## src/rtl/cic_interpolator.sv

```systemverilog
// N-stage CIC interpolator: input-rate comb chain, zero-stuffing by R, clock-rate
// integrators, and a gain-normalised, compensated and saturated output stage.
module cic_interpolator #(
    parameter int unsigned WIDTH = 16,
    parameter int unsigned R_MAX = 64,
    parameter int unsigned N     = 3,
    parameter int unsigned M     = 1,
    parameter int unsigned R     = 4
) (
    input  logic                    clk,
    input  logic                    reset,
    input  logic                    enable,
    input  logic signed [15:0]      cic_compensation_factor,
    input  logic signed [WIDTH-1:0] inData,
    input  logic                    in_valid,
    output logic                    interp_en,
    output logic signed [WIDTH-1:0] outData,
    output logic                    out_valid,
    output logic                    underflow,
    output logic                    sat_pulse
);
    localparam int unsigned ACC_W  = WIDTH + N * $clog2(R_MAX * M);
    localparam int unsigned PH_W   = (R > 2) ? $clog2(R) : 1;
    localparam int unsigned COMP_W = 16;
    localparam int unsigned PROD_W = ACC_W + COMP_W;
    localparam int unsigned QW     = PROD_W + 1;

    // Net DC gain of the comb/upsample/integrator path per output sample.
    function automatic longint unsigned cic_gain();
        longint unsigned g;
        g = 64'd1;
        for (int i = 0; i < int'(N); i++) begin
            g = g * 64'(R * M);
        end
        return g / 64'(R);
    endfunction

    localparam longint unsigned G = cic_gain();
    localparam logic signed [QW-1:0] DIV    = QW'(G << 14);
    localparam logic signed [QW-1:0] SAT_HI = {{(QW-WIDTH+1){1'b0}}, {(WIDTH-1){1'b1}}};
    localparam logic signed [QW-1:0] SAT_LO = {{(QW-WIDTH+1){1'b1}}, {(WIDTH-1){1'b0}}};

    logic [PH_W-1:0]         phase;
    logic signed [ACC_W-1:0] comb_dly [N][M];
    logic signed [ACC_W-1:0] comb_stage [N+1];
    logic signed [ACC_W-1:0] comb_reg;
    logic signed [ACC_W-1:0] inj_reg;
    logic signed [ACC_W-1:0] integ [N];
    logic signed [PROD_W-1:0] prod;
    logic signed [QW-1:0]    quot;
    logic                    sat_hi;
    logic                    sat_lo;

    assign interp_en = enable && (phase == '0);

    // Comb chain, evaluated combinationally on the sample being taken.
    always_comb begin
        comb_stage[0] = in_valid ? ACC_W'(inData) : '0;
        for (int i = 0; i < int'(N); i++) begin
            comb_stage[i+1] = comb_stage[i] - comb_dly[i][M-1];
        end
    end

    // Compensation, normalisation (truncating toward zero) and clip detection.
    always_comb begin
        prod   = PROD_W'(integ[N-1]) * PROD_W'(cic_compensation_factor);
        quot   = QW'(prod) / DIV;
        sat_hi = quot > SAT_HI;
        sat_lo = quot < SAT_LO;
    end

    always_ff @(posedge clk) begin
        if (reset) begin
            phase     <= '0;
            comb_reg  <= '0;
            inj_reg   <= '0;
            outData   <= '0;
            out_valid <= 1'b0;
            underflow <= 1'b0;
            sat_pulse <= 1'b0;
            for (int i = 0; i < int'(N); i++) begin
                integ[i] <= '0;
                for (int j = 0; j < int'(M); j++) begin
                    comb_dly[i][j] <= '0;
                end
            end
        end else if (enable) begin
            if (phase == PH_W'(R - 1)) begin
                phase <= '0;
            end else begin
                phase <= phase + PH_W'(1);
            end

            if (interp_en) begin
                comb_reg <= comb_stage[N];
                if (!in_valid) begin
                    underflow <= 1'b1;
                end
                for (int i = 0; i < int'(N); i++) begin
                    for (int j = 1; j < int'(M); j++) begin
                        comb_dly[i][j] <= comb_dly[i][j-1];
                    end
                    comb_dly[i][0] <= comb_stage[i];
                end
            end

            // Zero-stuffing: the comb result enters the integrators once per R cycles.
            inj_reg  <= (phase == PH_W'(1)) ? comb_reg : '0;
            integ[0] <= integ[0] + inj_reg;
            for (int k = 1; k < int'(N); k++) begin
                integ[k] <= integ[k] + integ[k-1];
            end

            if (sat_hi) begin
                outData <= SAT_HI[WIDTH-1:0];
            end else if (sat_lo) begin
                outData <= SAT_LO[WIDTH-1:0];
            end else begin
                outData <= quot[WIDTH-1:0];
            end
            sat_pulse <= sat_hi || sat_lo;
            out_valid <= 1'b1;
        end else begin
            out_valid <= 1'b0;
            sat_pulse <= 1'b0;
        end
    end
endmodule

```

## config.mk

```make
export PLATFORM = sky130hd
export DESIGN_NAME = cic_interpolator
export DESIGN_NICKNAME = d
export VERILOG_FILES = /design/src/rtl/cic_interpolator.sv
export SDC_FILE = /design/constraint.sdc
export NUM_CORES = 2
export LEC_CHECK = 0
export ABC_AREA = 1
export CAP_MARGIN = 20
export CORE_AREA = 2 2 314 316
export DETAILED_ROUTE_END_ITERATION = 12
export DIE_AREA = 0 0 316 318
export PLACE_DENSITY = 0.68
export RECOVER_POWER = 100
export SLEW_MARGIN = 10
export SYNTH_ARGS = -nofsm -noshare
export SYNTH_HDL_FRONTEND = slang
export SYNTH_SLANG_ARGS = --single-unit
```

## constraint.sdc

```tcl
create_clock -name clk -period 9.2 [get_ports clk]
set_clock_uncertainty 0.15 [all_clocks]
set_input_delay 1.84 -clock clk [delete_from_list [all_inputs] [get_ports clk]]
set_output_delay 1.84 -clock clk [all_outputs]
set_load 0.005 [all_outputs]
```

==> results.json <==
{
  "outcome": "finished, violations left",
  "failed_checks": "max-capacitance violations, max-slew violations",
  "synthFlopType": "edfxtp_1",
  "synth_mux_area_frac": 0,
  "ys_seq_elements": 275,
  "synthCells": 5607,
  "avgRoutedWirePerCell_um": 16.80,
  "fin_crit_sh": 0.9727,
  "synthArstFlopShare": 0,
  "grt_pass1_vias": 37050,
  "place_ws_ps": -1186,
  "initial_core_util": 0.4244,
  "final_max_slew_viol_count": 373,
  "critical_path.startpoint_type": "primary input",
  "clk_latency_ps": 600,
  "synth-simple-area-share": 0.2110,
  "max_freq_ghz": 0.1117,
  "cp_slowest_cell": "fa_1",
  "finalHoldViolCount": 0,
  "holdCritPathClass": "reg -> reg",
  "first_pass_iters": 6,
  "cap_violations": 7,
  "largest_reg_flops": 102,
  "ctsLongestPathBuffers": 3,
  "crit_path_end_kind": "flip-flop",
  "finalWirelength_um": 123500,
  "synth_top_family_by_area": "adder cells",
  "ctsRootBufferMaster": "clkbuf_16",
  "yosys.area_share.adder": 0.3448,
  "cp_common_cell": "fa_1",
  "die-width_um": 316,
  "viasPerCell": 5.062,
  "yosysTopAreaCellShare": 0.2528,
  "synth_area_leader_cell": "fa_1",
  "yosysSeqAreaShare": 0.1782,
  "drcViolationCount": 0,
  "syn-num-nets": 6469,
  "cp_max_fo": 7,
  "slew_headroom": -1.815,
  "worst_slew_pin_slew_ps": 4222,
  "largest_registers": "integ: 102 flops, comb_dly: 84 flops",
  "die_y_um": 318,
  "setup_violations": 0,
  "cts_inserted_buffers": 31,
  "ctsHoldBuffers": 0,
  "cts_sinks": 275,
  "syn_avg_cell_area_um2": 7.373,
  "met3_usage": 0.04395,
  "grt_max_degree": 96,
  "synthXorXnorAreaFrac": 0.02010,
  "cts_tree": "done",
  "detail-route-antenna-nets": 0,
  "grtUsageMet2": 0.3770,
  "vias": 37220,
  "synth.area.top_cells": "fa_1 (25%), edfxtp_1 (14%), nand2_1 (13%), inv_1 (13%), ha_1 (9.2%)",
  "overflow": 0,
  "rows": 115,
  "portBuffers": 55,
  "place_hpwl_um": 96600,
  "pin_count": 56,
  "synth_area_mm2": 0.04134,
  "ys_warn_count": 0,
  "core-area_mm2": 0.09741,
  "worstPathArrival_ps": 9290,
  "nets": 6900,
  "period_minus_slack_ps": 8949,
  "gp_congestion": 0.9614,
  "worstSetupPathType": "in -> reg",
  "holdWs_ps": 299.8,
  "yosysUniqueCellTypes": 60,
  "clk_pin_slew_ps": 60,
  "die_area_mm2": 0.1005,
  "grt_antenna_before_repair": 3,
  "drt_iter0_drc": 3512,
  "top_usage_layer": "met2",
  "regMostFlops": "integ",
  "drive_above_1_share": 0.1511,
  "slowest_delay_ps": 550,
  "synth-compound-area-share": 0.1027,
  "htree_levels": 1,
  "area_growth_pct": 19.94,
  "synth-edff-count": 186,
  "grt_usage": 0.2452,
  "required_ps": 9540,
  "grt_pass1_wl_um": 197800,
  "use_met1": 0.3601,
  "fin_ws_ps": 251.2
}
[placed cells by master, fill, tap and decap left out, types with 89 or more instances in the layout]
cell,instances
edfxtp_1,186
nand2_1,1351
o21ai_0,202
inv_1,1350
nor2_1,310
fa_1,487
nand3_1,122
a21oi_1,337
dfxtp_1,89
ha_1,274
buf_4,437
[final cells by class]
type | instances | area [um2]
antenna | 3 | 7.507
clock buffer | 46 | 1042
clock inverter | 12 | 75.07
fill | 9181 | 47830
inverter | 1397 | 5248
multi-input combinational | 3760 | 29160
sequential | 275 | 7367
tap | 1287 | 1610
timing repair buffer | 573 | 5070
[per-stage QoR]
stage,util,area (um2),cells,TNS [ps]
after floorplan,-,41350,5607,0
after detailed placement,0.4780,46570,7238,-19290
final,0.5090,49580,7353,0
after global placement,0.4780,46570,7238,-18960
after CTS,0.4982,48530,7318,0
after global routing,0.5089,49580,7350,-749.1
[worst max-delay path: cells and delay by family]
family	cells	cell delay, ps
xor gates and xnor gates	1	230
adders and majority gates	9	3830
AOI/OAI and AO/OA	3	560
buffers and inverters	12	1150
and+or+nand+nor	15	1660
[final timing paths]
kind	start	to	slack, ps	cells after the start
worst min-delay path	comb_reg[27]	comb_reg[27]	300	2
worst max register to register	integ[0][101]	outData[5]	710	37
worst min register to register	comb_reg[27]	comb_reg[27]	300	2
worst max-delay path	cic_compensation_factor[7]	outData[5]	250	40
[routing by layer]
| layer | share of wire | routed length [um] | vias to the layer above |
|---|---|---|---|
| li1 | - | - | 18010 |
| met1 | 0.45 | 55610 | 17750 |
| met2 | 0.43 | 53250 | 1307 |
| met3 | 0.097 | 12000 | 160 |
| met4 | 0.021 | 2637 | 2 |
| met5 | 0.00014 | 17 | - |
[cell usage after synthesis (3+ instances only)]
master and n:
o221ai_1 4, nand3_2 25, nand4_1 64, o31ai_1 8
fa_1 522, o21ai_0 200, edfxtp_1 186, a32o_1 33
nand3_1 136, nand3b_1 6, nor3_1 22, a21o_1 9
xor2_1 64, nand2_1 1395, clkbuf_1 168, o21bai_1 15
or2_2 5, inv_1 1379, a221oi_1 7, xnor2_1 29
a21oi_1 346, nand2_2 35, a31oi_1 23, inv_2 14
dfxtp_1 89, buf_2 3, a211oi_1 4, nor3b_1 3
nor2_2 26, o21a_1 37, clkinv_1 4, o21ai_1 24
ha_1 304, a21boi_0 18, nor2_1 356, nor2_4 7
nor4_1 7, o211ai_1 5
[kinds of logic after synthesis]
kind of cell,count (synthesis)
simple gates,2096
buf+inv,1572
fa+ha+maj,826
compound gates,744
flops,275
xor+xnor,94
[repair_timing]
item / CTS / global route
gates cloned: 10 / 4
resized for setup: 102 / 265
setup buffers: 12 / 28
pin swaps: 45 / 187
endpoints found under the setup margin: 17 / 19
Power is not shown: default switching activity piles up to over one toggle a cycle in this logic, so the estimate is an artifact.
